==> config.mk <==
export PLATFORM = sky130hd
export DESIGN_NAME = muldiv_seq
export DESIGN_NICKNAME = d
export VERILOG_FILES = /design/src/rtl/muldiv_seq.sv
export SDC_FILE = /design/constraint.sdc
export NUM_CORES = 1
export LEC_CHECK = 0
export ABC_CLOCK_PERIOD_IN_PS = 3600
export CORE_MARGIN = 4
export CORE_UTILIZATION = 54
export DETAILED_ROUTE_END_ITERATION = 6
export PLACE_DENSITY = 0.86
export SLEW_MARGIN = 20
export SYNTH_ARGS = -nofsm -noshare
export SYNTH_HDL_FRONTEND = slang
export SYNTH_SLANG_ARGS = --single-unit
==> constraint.sdc <==
create_clock -name clk -period 3.6 [get_ports clk]
set_input_delay 0.36 -clock clk [delete_from_list [all_inputs] [get_ports clk]]
set_output_delay 0.36 -clock clk [all_outputs]
set_load 0.02 [all_outputs]
==> src/rtl/muldiv_seq.sv <==
// Iterative signed multiply/divide unit for the execute stage. It uses shift-add
// multiply and restoring divide on operand magnitudes, then applies a sign fix-up cycle.
module muldiv_seq #(
  parameter int         N         = 32,
  parameter logic [4:0] ALUOP_MUL = 5'd12,
  parameter logic [4:0] ALUOP_DIV = 5'd13
) (
  input  logic         clk,
  input  logic         rst,
  input  logic         start,
  input  logic [4:0]   aluop,
  input  logic [N-1:0] s,
  input  logic [N-1:0] t,
  input  logic         flush,
  output logic         busy,
  output logic         done,
  output logic [N-1:0] result_lo,
  output logic [N-1:0] result_hi,
  output logic         overflow
);

  localparam int            CW      = (N > 1) ? $clog2(N) : 1;
  localparam logic [CW-1:0] LAST    = CW'(N - 1);
  localparam logic [N-1:0]  MIN_VAL = {1'b1, {(N-1){1'b0}}};

  typedef enum logic [1:0] {IDLE, CALC, FIX} state_t;

  state_t         state_q, state_d;
  logic [CW-1:0]  count_q, count_d;
  logic           is_div_q, is_div_d;
  logic           sign_s_q, sign_s_d;
  logic           sign_t_q, sign_t_d;
  logic           min_ovf_q, min_ovf_d;
  logic [2*N-1:0] opa_q, opa_d;
  logic [2*N-1:0] acc_q, acc_d;
  logic [N-1:0]   opb_q, opb_d;
  logic [N-1:0]   rem_q, rem_d;
  logic [N-1:0]   quo_q, quo_d;
  logic           busy_q, busy_d;
  logic           done_q, done_d;
  logic           ovf_q, ovf_d;
  logic [N-1:0]   lo_q, lo_d;
  logic [N-1:0]   hi_q, hi_d;

  logic [N-1:0]   abs_s, abs_t, quo_fix, rem_fix;
  logic [N:0]     rem_sh, div_diff;
  logic [2*N-1:0] prod_fix;
  logic           accept, neg;

  always_comb begin
    state_d   = state_q;
    count_d   = count_q;
    is_div_d  = is_div_q;
    sign_s_d  = sign_s_q;
    sign_t_d  = sign_t_q;
    min_ovf_d = min_ovf_q;
    opa_d     = opa_q;
    opb_d     = opb_q;
    acc_d     = acc_q;
    rem_d     = rem_q;
    quo_d     = quo_q;
    busy_d    = busy_q;
    done_d    = 1'b0;
    lo_d      = lo_q;
    hi_d      = hi_q;
    ovf_d     = ovf_q;

    abs_s    = s[N-1] ? ({N{1'b0}} - s) : s;
    abs_t    = t[N-1] ? ({N{1'b0}} - t) : t;
    neg      = sign_s_q ^ sign_t_q;
    // The next dividend bit always sits at opa_q[N-1] because the dividend shifts left each step.
    rem_sh   = {rem_q, opa_q[N-1]};
    div_diff = rem_sh - {1'b0, opb_q};
    prod_fix = neg ? ({(2*N){1'b0}} - acc_q) : acc_q;
    quo_fix  = neg ? ({N{1'b0}} - quo_q) : quo_q;
    rem_fix  = sign_s_q ? ({N{1'b0}} - rem_q) : rem_q;
    accept   = start && !flush && ((aluop == ALUOP_MUL) || (aluop == ALUOP_DIV));

    unique case (state_q)
      IDLE: begin
        if (accept) begin
          is_div_d  = (aluop == ALUOP_DIV);
          sign_s_d  = s[N-1];
          sign_t_d  = t[N-1];
          min_ovf_d = (s == MIN_VAL) && (t == '1);
          opa_d     = {{N{1'b0}}, abs_s};
          opb_d     = abs_t;
          acc_d     = '0;
          rem_d     = '0;
          quo_d     = '0;
          count_d   = '0;
          // Divide-by-zero completes immediately and never enters the iteration loop.
          if ((aluop == ALUOP_DIV) && (t == '0)) begin
            done_d = 1'b1;
            lo_d   = '0;
            hi_d   = s;
            ovf_d  = 1'b1;
          end else begin
            state_d = CALC;
            busy_d  = 1'b1;
          end
        end
      end

      CALC: begin
        if (flush) begin
          state_d = IDLE;
          busy_d  = 1'b0;
        end else begin
          count_d = count_q + CW'(1);
          if (count_q == LAST) state_d = FIX;
          if (is_div_q) begin
            rem_d = div_diff[N] ? rem_sh[N-1:0] : div_diff[N-1:0];
            quo_d = {quo_q[N-2:0], ~div_diff[N]};
            opa_d = opa_q << 1;
          end else begin
            if (opb_q[0]) acc_d = acc_q + opa_q;
            opa_d = opa_q << 1;
            opb_d = opb_q >> 1;
          end
        end
      end

      FIX: begin
        state_d = IDLE;
        busy_d  = 1'b0;
        if (!flush) begin
          done_d = 1'b1;
          if (is_div_q && min_ovf_q) begin
            lo_d  = MIN_VAL;
            hi_d  = '0;
            ovf_d = 1'b1;
          end else if (is_div_q) begin
            lo_d  = quo_fix;
            hi_d  = rem_fix;
            ovf_d = 1'b0;
          end else begin
            lo_d  = prod_fix[N-1:0];
            hi_d  = prod_fix[2*N-1:N];
            ovf_d = (prod_fix[2*N-1:N] != {N{prod_fix[N-1]}});
          end
        end
      end

      default: begin
        state_d = IDLE;
        busy_d  = 1'b0;
      end
    endcase
  end

  always_ff @(posedge clk) begin
    if (rst) begin
      state_q   <= IDLE;
      count_q   <= '0;
      is_div_q  <= 1'b0;
      sign_s_q  <= 1'b0;
      sign_t_q  <= 1'b0;
      min_ovf_q <= 1'b0;
      opa_q     <= '0;
      opb_q     <= '0;
      acc_q     <= '0;
      rem_q     <= '0;
      quo_q     <= '0;
      busy_q    <= 1'b0;
      done_q    <= 1'b0;
      lo_q      <= '0;
      hi_q      <= '0;
      ovf_q     <= 1'b0;
    end else begin
      state_q   <= state_d;
      count_q   <= count_d;
      is_div_q  <= is_div_d;
      sign_s_q  <= sign_s_d;
      sign_t_q  <= sign_t_d;
      min_ovf_q <= min_ovf_d;
      opa_q     <= opa_d;
      opb_q     <= opb_d;
      acc_q     <= acc_d;
      rem_q     <= rem_d;
      quo_q     <= quo_d;
      busy_q    <= busy_d;
      done_q    <= done_d;
      lo_q      <= lo_d;
      hi_q      <= hi_d;
      ovf_q     <= ovf_d;
    end
  end

  assign busy      = busy_q;
  assign done      = done_q;
  assign result_lo = lo_q;
  assign result_hi = hi_q;
  assign overflow  = ovf_q;

endmodule

## Yosys cells after proc, flatten, opt, wreduce, memory -nomap -nowiden

Cells that the tools add are included.

- Register bits after elaboration: 302
- Input port bits: 73
- Output and inout bits: 67
- Word-level logic and storage cells: 122

- $add $sub $neg: 8
- Equality and inequality tests: 18
- Mux-type cells: 59
- Bitwise logic cells: 2
- Reduce and logical (&&, ||, !) cells: 19

Operators by type and width:

| kind | count |
|---|---|
| $mux W32 | 23 |
| $mux W64 | 7 |
| $pmux W32 S2 | 5 |
| $pmux W64 S2 | 2 |
| $sub A1 B32 Y32 const A | 4 |
| $add A64 B64 Y64 | 1 |
| $eq A32 B32 Y1 const B | 2 |
| $sub A1 B64 Y64 const A | 1 |
| $sub A33 B32 Y33 | 1 |
| $logic_not A32 Y1 | 1 |
| $ne A32 B32 Y1 | 1 |
| $ne A2 B2 Y1 const B | 9 |
| $reduce_and A4 Y1 | 3 |
| $mux W1 | 11 |
| $eq A5 B4 Y1 const B | 2 |
| $mux W5 | 2 |
| $pmux W5 S2 | 1 |
| $reduce_and A3 Y1 | 3 |
| $mux W2 | 4 |
| $pmux W1 S2 | 3 |
| $add A5 B1 Y5 const B | 1 |
| $eq A5 B5 Y1 const B | 1 |
| $logic_and A1 B1 Y1 | 5 |
| $reduce_and A5 Y1 | 1 |
| 11 further kinds | 12 |

## Logic depth before layout (Yosys ltp)

- Depth after elaboration: 7
- Gate-level depth with buffers: 17
- Mapped depth without buffers: 15

## Worst setup path after synthesis

Ideal clock, no wire load.

- Kind: register to register
- From: register opa_q[31]
- To: register rem_q[5]
- Library setup time: 0.128 ns
- Arrival time: 3.478 ns
- Data required time: 3.472 ns
- Slack: -0.007 ns
- Stages on the path, launching flop included: 18
- Path buffers: 2
- Period minus slack after synthesis: 3.607 ns
- Path through: dfxtp_1 -> inv_1 -> ha_1 -> inv_1 -> fa_1 -> a21o_1 -> a21oi_1 -> o21ai_0 -> a31oi_1 -> o21ai_1 -> a41oi_1 -> nor3_1 -> o21ai_0 -> or4b_1 -> buf_2 -> buf_2 -> mux2i_1 -> o21ai_0

- Word-level cells in the longest chain between the ends: 5

Ends and longest elaborated chain:

| element | line | text |
|---|---|---|
| start: declaration | 34 | `logic [2*N-1:0] opa_q, opa_d;` |
| start signal: assignment | 177 | `opa_q <= opa_d;` |
| $sub A33 B32 Y33 | 73 | `div_diff = rem_sh - {1'b0, opb_q};` |
| $mux W32 | 113 | `rem_d = div_diff[N] ? rem_sh[N-1:0] : div_diff[N-1:0];` |
| $mux W32 | 112 | `if (is_div_q) begin` |
| $mux W32 | 106 | `if (flush) begin` |
| $pmux W32 S2 | 79 | `unique case (state_q)` |
| end signal: assignment | 180 | `rem_q <= rem_d;` |
| end: declaration | 37 | `logic [N-1:0] rem_q, rem_d;` |

Every way passes these cells. The select of a mux whose other input is x is not followed.
A chain may end at the register's enable or synchronous reset.

## Worst setup path in the final report

- From: register acc_q[3]
- To: register ovf_q, in the netlist overflow

- Word-level cells in the longest chain between the ends: 7

Ends and longest elaborated chain:

| element | line | text |
|---|---|---|
| start: declaration | 35 | `logic [2*N-1:0] acc_q, acc_d;` |
| start signal: assignment | 162 | `acc_q <= '0;` |
| start signal: assignment | 179 | `acc_q <= acc_d;` |
| $sub A1 B64 Y64 | 74 | `prod_fix = neg ? ({(2*N){1'b0}} - acc_q) : acc_q;` |
| $mux W64 | 74 |  |
| $ne A32 B32 Y1 | 140 | `ovf_d = (prod_fix[2*N-1:N] != {N{prod_fix[N-1]}});` |
| $mux W1 | 133 | `end else if (is_div_q) begin` |
| $mux W1 | 129 | `if (is_div_q && min_ovf_q) begin` |
| $mux W1 | 127 | `if (!flush) begin` |
| $pmux W1 S2 | 79 |  |
| end signal: assignment | 186 | `ovf_q <= ovf_d;` |
| end: declaration | 41 | `logic ovf_q, ovf_d;` |

Every way passes these cells. The select of a mux whose other input is x is not followed.

==> summary.txt <==
Logic synthesis
  • Synth Area in Compound Gates: approximately a quarter
  • Main combinational cell family by area after synthesis: compound AO/OA/AOI/OAI gates
  • Area share of fa/ha/maj cells after synthesis: under 10%
  • Simple logic cell fraction of the synthesized area: between 20% and 30%
  • Post-Syn Area: approximately 21000 sq um
  • Top FF cell, synth: dfxtp_1
  • Syn Inst Count: about 2900
  • Yosys cell types: 80
  • Post-Syn Nets: about 3100
  • Number of synthesis warnings: 0
  • Sequential fraction of the synthesis area: 28.2%
  • Async set or reset register ratio after synthesis: 0%
  • Synth Area in XOR/XNOR: about 11%
  • Syn Area/Cell: about 7.4 sq um
  • Yosys reg bits: between 300 and 400
  • Mux cell area share after synthesis: between 2 and 2.5%
  • EDFF count, synth: 0

Detailed routing
  • DRC violations left: 0
  • Post-route ant nets: 0
  • Via/cell ratio: roughly 6.4
  • Vias: approximately 24000
  • WL/cell: between 20 and 25 microns
  • Total wire length: between 70000 and 80000 microns
  • Drt initial violations: 3222
  • Drt pass-1 iters: 6

Die
  • Horiz. Die Dim: about 210 microns
  • Initial Util: 55.1%
  • Die footprint: around 43000 sq um
  • Core ar.: between 30000 and 40000 sq um
  • # rows: just over 70
  • Die Y: between 200 and 250 microns
  • I/O pins: between 100 and 150

Power and ir drop
  • Sw frac: approximately a quarter
  • Total Power: ~8 mW
  • Pint: approximately 6 mW
  • Clock power frac: between 40% and 50%
  • Logic pwr share: a little over a tenth
  • Peak supply drop: a little over 300 uV
  • Pwr/cell area: 298 nW/um^2
  • Switching Power: ~2.1 mW
  • LEAKAGE: 11.3 nW
  • Flop pwr share: 41.8%

Final layout
  • Layout cells sized above 1: between 10% and 20%
  • Layout Nets: about 3400
  • Fin area: 27000 sq um
  • Layout Area Growth over Synthesis: 25.8%

STA
  • Tightest Pin Transition: 1.25 ns
  • Fin crit share: 104%
  • Final Skew: between 0.02 and 0.03 ns
  • RSZ-0062 raised after global routing: yes
  • Final setup vio count: 6
  • Slew Limit Fails: 0
  • Slew headroom: approximately 17%
  • Fin worst setup slack: -0.127 ns
  • Final hold vios: 0
  • F_max: ~270 MHz
  • Fin crit period: about 3.7 ns

Worst setup path
  • Crit. Startpoint: acc_q[3]$_SDFFE_PP0P_
  • Crit path DAT: ~4.2 ns
  • Delay-heaviest family, CP: simple AND/OR/NAND/NOR gates
  • CP Cell Sequence: buf_4 > buf_4 > or3_1 > or4_4 > nor4_4 > buf_4 > nand2_2 > nand2_2 > xnor2_2 > or4_4 > nor4_2 > o21ai_1 > a211oi_2 > a21oi_2
  • CP Max Fanout: 6
  • Worst Setup Path Type: reg -> reg
  • CP peak stage delay: 0.55 ns
  • Worst R2R Start: acc_q[3]$_SDFFE_PP0P_
  • CP Launch Type: flop
  • Crit path buf inv count: 3
  • Slowest cell on the critical path: or4_4
  • CP required: just over 4 ns
  • Setup crit end kind: flop
  • Crit-path most repeated cell: buf_4

Place
  • Detailed Place HPWL: approximately 58000 microns
  • DP Area: 25100 sq um
  • I/O Buffers: 139
  • Final Wtd Congestion: 1.03

GRT
  • GRT Residual Overflow: 0
  • Largest net degree at the start of global routing: 84
  • Vias in the first global route: about 22000
  • GRT Total Usage: between 30% and 40%
  • First-pass GRT wire length: about 120000 microns
  • Initial antenna violation count: 1

Min path
  • Hold crit path type: in -> reg
  • Hold wc startpoint: rst

Job
  • Max-cap violations: 0

Status
  • Status: finished with violations
  • Failing checks: setup timing

CTS
  • H-tree levels: 2
  • CTS tree: yes
  • Cts bufs inserted: 37
  • Clock buffer depth: 3
  • Clock root cell: clkbuf_16
  • Clk Latency, worst-skew pair: 0.58 ns
  • Clk slew on worst S/H paths: 0.06 ns
  • Hold-fix buffers, CTS: 0
  • Clk sinks: slightly above 300
layout by cell type, fill, tap and decap left out, types with 18 or more instances in the layout:
cell             synthesis  layout
mux2i_1                 40      34
a21oi_1                302     295
nand2_1                319     318
nor4_1                  25      21
o21ai_0                164     125
o211ai_1                28      28
or3_1                   21      21
clkdlybuf4s50_1          0     138
o21ai_1                  3      35
nor3_1                  72      67
o41ai_1                 21      19
clkbuf_16                0      42
nor2_1                 335     328
ha_1                   103     101
inv_1                   68      64
nand4_1                 33      33
nand2b_1                32      31
o31ai_1                 45      42
nand3_1                113     111
xor2_1                 159     155
a211oi_1                63      59
buf_4                    0     294
dfxtp_1                302     296
xnor2_1                108     104
o21bai_1                18      18
a21o_1                  61      61
a22oi_1                 53      53
repair_timing:
| item | CTS | global route |
|---|---|---|
| cloned | 1 | 5 |
| endpoints found under the setup margin | 44 | 82 |
| pin swaps | 14 | 30 |
| endpoints found under the hold margin | 0 | 0 |
| setup buffers | 2 | 12 |
| gates resized for setup | 29 | 97 |
logic make-up after synthesis:
logic type | after synthesis
mux | 42
fa+ha+maj | 105
simple gates | 1044
buf+inv | 248
xor+xnor | 267
compound gates | 871
flops | 302
Yosys cell counts (all sizes together), types with 23 or more instances:
cell type	n	area (sq um)
a21oi	303	1520
o31ai	45	338
o41ai	23	228
or3	24	154
mux2i	40	400
nor3	73	370
dfxtp	302	6050
xor2	159	1390
nand2b	32	200
a211oi	63	473
a22oi	53	398
inv	68	255
clkbuf	160	611
o21ai	167	836
nand2	320	1200
a21o	61	458
xnor2	108	946
nand3	113	566
nor4	27	199
o211ai	28	210
ha	103	1290
nand4	33	206
nor2	336	1270
power by group through the flow:
stage          Clock, mW  Combinational (mW)  Sequential (mW)
6_report            3.81               0.858             3.36
5_1_grt             3.96               0.907             3.36
4_1_cts             3.83               0.731             3.36
3_5_place_dp           0               0.693             3.43
3_3_place_gp           0               0.678             3.43
2_1_floorplan          0               0.408             3.43
cell type report:
class / instances / area, sq um
multi-input combinational: 2329 / 14900
fill: 3044 / 12000
sequential: 302 / 6060
timing repair buffer: 445 / 3860
clock buffer: 54 / 1080
tap: 518 / 648
inverter: 68 / 255
clock inverter: 11 / 134
antenna: 2 / 5.00
registers in the layout (all words and copies together) (netlist names):
register	cells
state_q	2
busy	1
count_q	5
opb_q	32
sign_t_q	1
acc_q	64
overflow	1
rem_q	32
min_ovf_q	1
opa_q	64
result_hi	32
sign_s_q	1
quo_q	32
done	1
is_div_q	1
result_lo	32
per-layer routing:
metal,GRT usage [%],routed length [microns]
met4,14.3,4150
met5,0,0
met3,5.88,8080
met2,55.6,36200
met1,45.2,31200
metrics by stage:
step	setup slack (ns)	TNS (ns)	hold slack [ns]	std cells	util, %
6_report	-0.127	-0.407	0.246	3729	69.3
2_1_floorplan	0.00415	0	0.436	2879	-
3_3_place_gp	-0.333	-19.75	0.445	3642	64.5
4_1_cts	-0.0558	-0.0558	0.229	3710	68.0
5_1_grt	-0.292	-4.71	0.261	3728	69.3
3_5_place_dp	-0.439	-32.23	0.458	3642	64.5
final timing paths:
path	end	cells past startpoint	slack, ns
worst min-delay path	result_lo[22]$_SDFFE_PP0P_	2	0.25
worst min register to register	result_lo[10]$_SDFFE_PP0P_	2	0.46
worst max register to register	overflow$_SDFFE_PP0P_	14	-0.13
worst max-delay path	overflow$_SDFFE_PP0P_	14	-0.13
Note: power is estimated with default switching activity, not from simulation.
